[src/rtl/ifetch_idecode.sv]
// Instruction fetch stage plus IF/ID pipeline latch for the pipelined MIPS core.
// Latency: an icache hit in cycle N is presented to decode in cycle N+1; redirects cost one bubble.
// Backpressure: stall_for_data freezes all state; hazard_stall holds pc and IF/ID and drops the hit word.
//
// Ports:
//   CLK, RST             core clock, synchronous active-high reset
//   ihit, imemload       icache hit strobe and returned instruction word
//   stall_for_data       global data-memory stall (also freezes ID/EX)
//   hazard_stall         load-use hold from the hazard unit
//   redirect, redirect_pc  EX-resolved branch/jump target
//   imemREN, imemaddr    icache read enable and address (the pc register)
//   instr_out, pcplusfour_out, valid_out  IF/ID latch contents to decode
//   fetch_cnt            number of valid instructions latched into IF/ID
module ifetch_idecode #(
  parameter logic [31:0] PC_INIT   = 32'h0000_0000,
  parameter logic [31:0] HALT_WORD = 32'hFFFF_FFFF
) (
  input  logic        CLK,
  input  logic        RST,
  input  logic        ihit,
  input  logic [31:0] imemload,
  input  logic        stall_for_data,
  input  logic        hazard_stall,
  input  logic        redirect,
  input  logic [31:0] redirect_pc,
  output logic        imemREN,
  output logic [31:0] imemaddr,
  output logic [31:0] instr_out,
  output logic [31:0] pcplusfour_out,
  output logic        valid_out,
  output logic [31:0] fetch_cnt
);

  logic [31:0] r_pc;
  logic [31:0] r_instr;
  logic [31:0] r_pcplusfour;
  logic        r_valid;
  logic        r_fetch_halted;
  logic [31:0] r_fetch_cnt;

  logic [31:0] w_pc_plus4;
  logic        w_is_halt;

  // Both wrap modulo 2^32 by construction of the 32-bit adders.
  assign w_pc_plus4 = r_pc + 32'd4;
  assign w_is_halt  = (imemload == HALT_WORD);

  always_ff @(posedge CLK) begin
    if (RST) begin
      r_pc           <= PC_INIT;
      r_instr        <= 32'd0;
      r_pcplusfour   <= 32'd0;
      r_valid        <= 1'b0;
      r_fetch_halted <= 1'b0;
      r_fetch_cnt    <= 32'd0;
    end else if (stall_for_data) begin
      // Whole front end frozen; EX keeps any redirect asserted until the stall drops.
    end else if (redirect) begin
      // Wrong-path word (including a halt word) is squashed; fetch restarts at the target.
      r_pc           <= redirect_pc;
      r_instr        <= 32'd0;
      r_pcplusfour   <= 32'd0;
      r_valid        <= 1'b0;
      r_fetch_halted <= 1'b0;
    end else if (hazard_stall) begin
      // Decode must keep its instruction; the hit word is dropped and refetched from the held pc.
    end else if (ihit && !r_fetch_halted) begin
      r_instr      <= imemload;
      r_pcplusfour <= w_pc_plus4;
      r_valid      <= 1'b1;
      r_fetch_cnt  <= r_fetch_cnt + 32'd1;
      if (w_is_halt) begin
        r_fetch_halted <= 1'b1;
      end else begin
        r_pc <= w_pc_plus4;
      end
    end else begin
      r_instr      <= 32'd0;
      r_pcplusfour <= 32'd0;
      r_valid      <= 1'b0;
    end
  end

  assign imemREN        = ~RST & ~r_fetch_halted;
  assign imemaddr       = r_pc;
  assign instr_out      = r_instr;
  assign pcplusfour_out = r_pcplusfour;
  assign valid_out      = r_valid;
  assign fetch_cnt      = r_fetch_cnt;

endmodule
[config.mk]
export PLATFORM = sky130hd
export DESIGN_NAME = ifetch_idecode
export DESIGN_NICKNAME = d
export VERILOG_FILES = /design/src/rtl/ifetch_idecode.sv
export SDC_FILE = /design/constraint.sdc
export NUM_CORES = 1
export LEC_CHECK = 0
export BUFFER_PORTS_ARGS = -buffer_cell sky130_fd_sc_hd__buf_4
export CORE_MARGIN = 2
export CORE_UTILIZATION = 38
export CTS_CLUSTER_DIAMETER = 200
export CTS_CLUSTER_SIZE = 30
export DETAILED_ROUTE_END_ITERATION = 8
export PLACE_DENSITY_LB_ADDON = 0.08
export SLEW_MARGIN = 10
export SYNTH_ARGS = -nofsm -noshare
export SYNTH_HDL_FRONTEND = slang
export SYNTH_SLANG_ARGS = --single-unit
[constraint.sdc]
create_clock -name CLK -period 2.5 [get_ports CLK]
set_input_delay 0.5 -clock CLK [delete_from_list [all_inputs] [get_ports CLK]]
set_output_delay 0.5 -clock CLK [all_outputs]
set_load 0.05 [all_outputs]
==> results of run 1 <==
-- logic make-up (layout without fill, tap and decap cells) --
logic type	count (synthesis)	in the layout	synth area share [%]
AOI/OAI and AO/OA	195	195	20.9
and+or+nand+nor	325	325	25.6
xor gates and xnor gates	39	39	5.59
DFF	130	130	42.6
muxes	2	2	0.327
buffers and inverters	72	276	4.62
adders and majority gates	2	2	0.409
-- path summary, 6_finish.rpt --
check	startpoint	end	slack, ns	depth (start not counted)
hold reg to reg	pcplusfour_out[17]	pcplusfour_out[17]	0.46	2
setup reg to reg	imemaddr[23]	imemaddr[31]	0.19	5
hold / removal	imemload[17]	instr_out[17]	0.34	3
setup / recovery	imemaddr[23]	imemaddr[31]	0.19	5
-- per-layer routing --
layer  GRT usage, %  wire length, um
met3           5.25             1380
met1           29.0             8550
met5              0                0
met2           38.5             9650
met4           7.32              280
-- Yosys cell counts (2+ instances only) --
| master | count | area [um^2] |
|---|---|---|
| buf_2 | 3 | 15.0 |
| nand2b_1 | 5 | 31.3 |
| nor3_1 | 19 | 95.1 |
| nand3_1 | 35 | 175 |
| a21oi_1 | 43 | 215 |
| o41ai_1 | 5 | 43.8 |
| nor2_1 | 90 | 338 |
| a31oi_1 | 10 | 62.6 |
| a31o_2 | 2 | 17.5 |
| or3_1 | 7 | 43.8 |
| o21ai_0 | 37 | 185 |
| and3_1 | 9 | 56.3 |
| or4_1 | 5 | 37.5 |
| o32ai_1 | 7 | 61.3 |
| a21o_1 | 5 | 37.5 |
| xnor2_1 | 31 | 272 |
| xor2_1 | 8 | 70.1 |
| and4_1 | 4 | 35.0 |
| clkbuf_1 | 56 | 210 |
| mux2i_1 | 2 | 20.0 |
| nand4_1 | 26 | 163 |
| o21a_1 | 9 | 67.6 |
| inv_1 | 10 | 37.5 |
| nand3b_1 | 3 | 22.5 |
| nor3b_1 | 2 | 15.0 |
| ha_1 | 2 | 25.0 |
| nor4_1 | 24 | 150 |
| and2_1 | 5 | 31.3 |
| a22oi_1 | 53 | 398 |
| a21boi_0 | 5 | 37.5 |
| o211ai_1 | 4 | 30.0 |
| o31ai_1 | 8 | 60.1 |
| dfxtp_1 | 130 | 2600 |
| nand2_1 | 86 | 323 |
-- worst min-delay path, stage by stage --
cell     delay (ns)
buf_4          0.09
a22oi_1        0.05
nor2_1         0.07
-- power by group --
part | switching [mW] | total (mW) | leakage (nW) | internal, mW
sequential | 0.0456 | 2.16 | 1.06 | 2.11
combinational | 0.365 | 0.577 | 1.96 | 0.212
clock | 0.914 | 2.76 | 0.317 | 1.85
total | 1.33 | 5.50 | 3.34 | 4.17
-- registers in the layout, summed over array words and instances, names as in the netlist --
signal	cells
pcplusfour_out	32
valid_out	1
fetch_cnt	32
imemaddr	32
instr_out	32
r_fetch_halted	1
-- area by class of cell --
class / count / share of cell area [%]
repair buffers: 233 / 20.7
clock buffers: 23 / 5.54
well taps: 216 / 3.13
inverters: 11 / 0.479
clock inverters: 9 / 2.04
flip-flops and latches: 130 / 30.5
multi-input cells: 563 / 37.6
-- what timing repair did --
action                                  4_1_cts  5_1_grt
endpoints found under the setup margin        0        1
gates resized for setup                       0        1
buffers inserted                              0        0
-- per-stage QoR --
step                      cells  TNS (ns)
final                      1185         0
after global placement     1153         0
after detailed placement   1153         0
after floorplan             765  -0.00474
after CTS                  1185         0
after global routing       1185         0
-- layout by cell type (no fill, tap or decap), types with 7 or more instances in the layout --
| cell | count |
|---|---|
| o21ai_0 | 37 |
| dfxtp_2 | 23 |
| nor4_1 | 24 |
| inv_1 | 10 |
| xor2_1 | 8 |
| a21oi_1 | 43 |
| nand2_1 | 86 |
| and3_1 | 9 |
| a22oi_1 | 53 |
| nor3_1 | 19 |
| dfxtp_1 | 107 |
| a31oi_1 | 9 |
| o32ai_1 | 7 |
| clkbuf_16 | 17 |
| nand4_1 | 26 |
| nor2_1 | 90 |
| buf_4 | 230 |
| xnor2_1 | 31 |
| o31ai_1 | 8 |
| nand3_1 | 35 |
| o21a_1 | 9 |
| or3_1 | 7 |
==> flow_summary.toml, run 1 <==
[run_status]
outcome = "completed"

[drt]
drt-wirelength-per-cell_um = 16.8
vias = 6495
route.detailed.vias_per_inst = 5.48
detail_route.wirelength_mm = 19.9
detail_route.drc_violations = 0
drtIter0Drc = 473
route.antenna.remaining_nets = 0
first_pass_iters = 5

[synthesis]
synth_sequential_area_ratio_pct = 42.6
postSynthCellCount = 765
synth-warning-count = 0
syn-num-nets = 837
synth.lib_cells_used.distinct = 49
async_reset_ff_share_pct = 0
synthesis.area_um2 = 6120
postSynth.topFlopCell = "dfxtp_1"
syn-mean-instance-area_um2 = 7.99
synth-edff-count = 0
ys_seq_elements = 130

[placed_design]
io_buffers = 199
dpl_worst_slack_ns = 0.147
dpl.hpwl_mm = 14.1
gpl.final_weighted_congestion = 0.891
postPlaceCellArea_um2 = 7970

[setup_path]
cp_max_fo = 8
critPathMaxStageDelay_ns = 0.53
critPathSlowestCell = "or4b_1"
cp.buffers_inverters = 0
crit_chain = "and3_1, or4b_1, or4_1, a311o_1, a21oi_1"
critPathArrivalTime_ns = 2.64
crit_path_launch_type = "flip-flop"
timing.critical_path.required_ns = 2.83
worstSetupEndpointType = "flip-flop"
crit_type = "reg -> reg"
path_delay_family = "simple AND/OR/NAND/NOR gates"

[clocking]
clock_slew_seen_by_the_registers_of_the_worst_setup_and_hold_paths_ns = 0.06
cts-root-buf = "clkbuf_16"
clock_tree_buf_depth = 2
numClockSinks = 130
cts_hold_buf = 0
tritoncts_clock_tree = "built"
clk_latency_ns = 0.41
cts-buffers-inserted = 17
cts_max_level = 4

[global_route]
global_route.usage.total_pct = 22.8
global_route.overflow_total = 0
wire_length_of_the_first_global_routing_pass_mm = 30.9
grt_start_max_net_pins = 70
initial_antenna_violation_count = 0
grt_pass1_vias = 6031

[floorplan]
io-pin-count = 200
die-width_um = 131
row_count = 46
initial_utilization_pct = 38.6
die-area_um2 = 17100
core_region_area_um2 = 15800
floorplan.die.height_um = 131

[sta]
fmax_mhz = 433
finalClockSkew_ns = 0.00938
final_period_minus_worst_setup_slack_ns = 2.31
timing_max_transition_violations_final = 0
timing.slew.headroom_pct = 52.7
finalSetupViolations = 0
timing.final.crit_share_pct = 92.5
rsz0062_at_grt = "false"
final.setup.worst_slack_ns = 0.188
holdWs_ns = 0.336
max_slew.worst_pin.slew_ns = 0.710
timing_hold_violations_final = 0

[layout]
multi_input_area_um2 = 3240
final_layout_size_suffix_gt1_share_pct = 30.3
final_util_pct = 54.5
num-nets-final = 1028
final_design_area_no_fill_um2 = 8630
area_delta_synth_final_pct = 41.1
fillerInstances = 1496
antenna_cells_inserted = 0
regArea_um2 = 2630

[power]
ir_drop_uv = 458
power.static_leakage_nw = 3.34
power_mw = 5.50
cellPowerDensity_nw_per_um2 = 637

[run]
cap_viol_max_count = 0

[worst_hold_path]
hold_path_class = "in -> reg"
(Power assumes the default switching activity.)
==> run 2: changes to the inputs <==
==> constraint.sdc (replaced) <==
create_clock -name CLK -period 2.8 [get_ports CLK]
set_input_delay 0.56 -clock CLK [delete_from_list [all_inputs] [get_ports CLK]]
set_output_delay 0.56 -clock CLK [all_outputs]
set_load 0.05 [all_outputs]
==> run 2 against run 1 <==
Compared with the run above:
- die area did not move
- design area fell by 3.0%
- core utilization shrank 1.6 points
- setup slack better by 0.13 ns
- sequential power shrank 11%
- global-route usage increased by 0.18 points
- register-to-register slack improved by 0.13 ns
- clock skew down 0.00054 ns
==> flow_summary.toml, run 2 (synthesis results as in run 1) <==
[run_status]
outcome = "completed"

[setup_path]
timing.critical_path.required_ns = 3.14
path_delay_family = "simple AND/OR/NAND/NOR gates"
crit_path_launch_type = "flip-flop"
worstSetupEndpointType = "flip-flop"
cp_max_fo = 10
reg2reg_from = "fetch_cnt[6]"
crit_type = "reg -> reg"
setup.worst_path.start = "fetch_cnt[6]"
cp.buffers_inverters = 0
critPathSlowestCell = "or4_1"
critPathArrivalTime_ns = 2.82
critPathMaxStageDelay_ns = 0.64
crit_chain = "nand4_2, or4_4, or4_1, or3_1, a21oi_1"

[layout]
multi_input_area_um2 = 3240
antenna_cells_inserted = 0
num-nets-final = 1018
layout.cells.most_common_list = "buf_4 (223), dfxtp_1 (130), nor2_1 (90), nand2_1 (86), a22oi_1 (53)"
area_delta_synth_final_pct = 36.8
final_common_cell = "buf_4"
regArea_um2 = 2600
final_layout_size_suffix_gt1_share_pct = 26.7
fillerInstances = 1537
final_design_area_no_fill_um2 = 8370

[drt]
route.detailed.vias_per_inst = 5.47
detail_route.wirelength_mm = 19.9
vias = 6425
drt-wirelength-per-cell_um = 16.9
drtIter0Drc = 363
route.antenna.remaining_nets = 0
detail_route.drc_violations = 0
first_pass_iters = 7

[sta]
rsz0062_at_grt = "false"
finalSetupViolations = 0
setup_tns_ns = 0
finalClockSkew_ns = 0.00884
timing.final.crit_share_pct = 88.6
timing.slew.headroom_pct = 49.6
fmax_mhz = 403
final_period_minus_worst_setup_slack_ns = 2.48
timing_hold_violations_final = 0
timing_max_transition_violations_final = 0
max_slew.worst_pin.slew_ns = 0.756

[power]
ir_drop_uv = 384
clock_power_share_pct = 45.8
power_switching_mw = 1.14
reg_power_share_pct = 43.1
internal-power_mw = 3.35
cellPowerDensity_nw_per_um2 = 536
power.static_leakage_nw = 3.21
power_frac_comb_pct = 11.1
sw_frac_of_total_pct = 25.4

[clocking]
tritoncts_clock_tree = "built"
cts_max_level = 4
clock_slew_seen_by_the_registers_of_the_worst_setup_and_hold_paths_ns = 0.06
clk_latency_ns = 0.41
cts_hold_buf = 0
cts-root-buf = "clkbuf_16"
clock_tree_buf_depth = 2
buffers_inserted_by_post_cts_timing_repair = 0
cts-buffers-inserted = 17
numClockSinks = 130
post_cts.resized_instances = 0

[placed_design]
postPlaceCellArea_um2 = 7830
io_buffers = 199
dpl.hpwl_mm = 14.1
gpl.final_weighted_congestion = 0.879

[worst_hold_path]
hold_path_startpoint = "imemload[19]"
hold_path_class = "in -> reg"

[floorplan]
row_count = 46
core_region_area_um2 = 15800
io-pin-count = 200
die-area_um2 = 17100
initial_utilization_pct = 38.6
floorplan.die.height_um = 131
die-width_um = 131

[global_route]
grt_start_max_net_pins = 70
wire_length_of_the_first_global_routing_pass_mm = 30.9
grt_pass1_vias = 5912
initial_antenna_violation_count = 0
global_route.usage.total_pct = 23.0
global_route.overflow_total = 0

[run]
cap_viol_max_count = 0
## run 2: changes by cell type in the layout (fill, tap and decap cells not counted), sizes merged
cell	previous run	this run
buf	233	223
bufinv	5	1
clkbuf	23	26
## run 2: layout make-up
class	count	area share [%]
inverters	11	0.493
multi-input cells	563	38.7
clock buffers	26	5.85
repair buffers	223	20.0
well taps	216	3.23
flip-flops and latches	130	31.1
clock inverters	5	0.628
## run 2: power by group through the flow
stage | clock, mW | combinational, mW | sequential (mW)
finish | 2.05 | 0.496 | 1.93
floorplan | 0 | 0.190 | 2.07
global route | 2.18 | 0.533 | 1.94
global placement | 0 | 0.493 | 1.97
CTS | 2.11 | 0.498 | 1.93
detailed placement | 0 | 0.496 | 1.97
## run 2: metal layers
metal	wire, um	track usage (%)	vias to the layer above
li1	-	-	3124
met1	8450	29.4	3019
met2	9570	38.1	255
met3	1460	5.37	27
met4	386	8.51	0
met5	0	0	-
## run 2: final timing paths
kind,slack (ns),end,cells after the start
min,0.39,instr_out[19],3
max,0.32,fetch_cnt[31],5
min reg2reg,0.45,pcplusfour_out[18],2
max reg2reg,0.32,fetch_cnt[31],5
## run 2: per-stage QoR
| stage | total power [mW] | std cells | setup WS, ns | utilization (%) | hold slack [ns] |
|---|---|---|---|---|---|
| 2_1_floorplan | 2.26 | 765 | 0.0930 | - | 0.531 |
| 3_3_place_gp | 2.46 | 1143 | 0.439 | 49.5 | 0.443 |
| 3_5_place_dp | 2.47 | 1143 | 0.375 | 49.5 | 0.449 |
| 4_1_cts | 4.54 | 1174 | 0.329 | 52.9 | 0.379 |
| 5_1_grt | 4.65 | 1174 | 0.186 | 52.9 | 0.395 |
| 6_report | 4.48 | 1174 | 0.319 | 52.9 | 0.389 |
## run 2: worst min-delay path, cell delays in order
cell and delay [ns]:
buf_4 0.08, a22oi_1 0.05, nor2_1 0.07
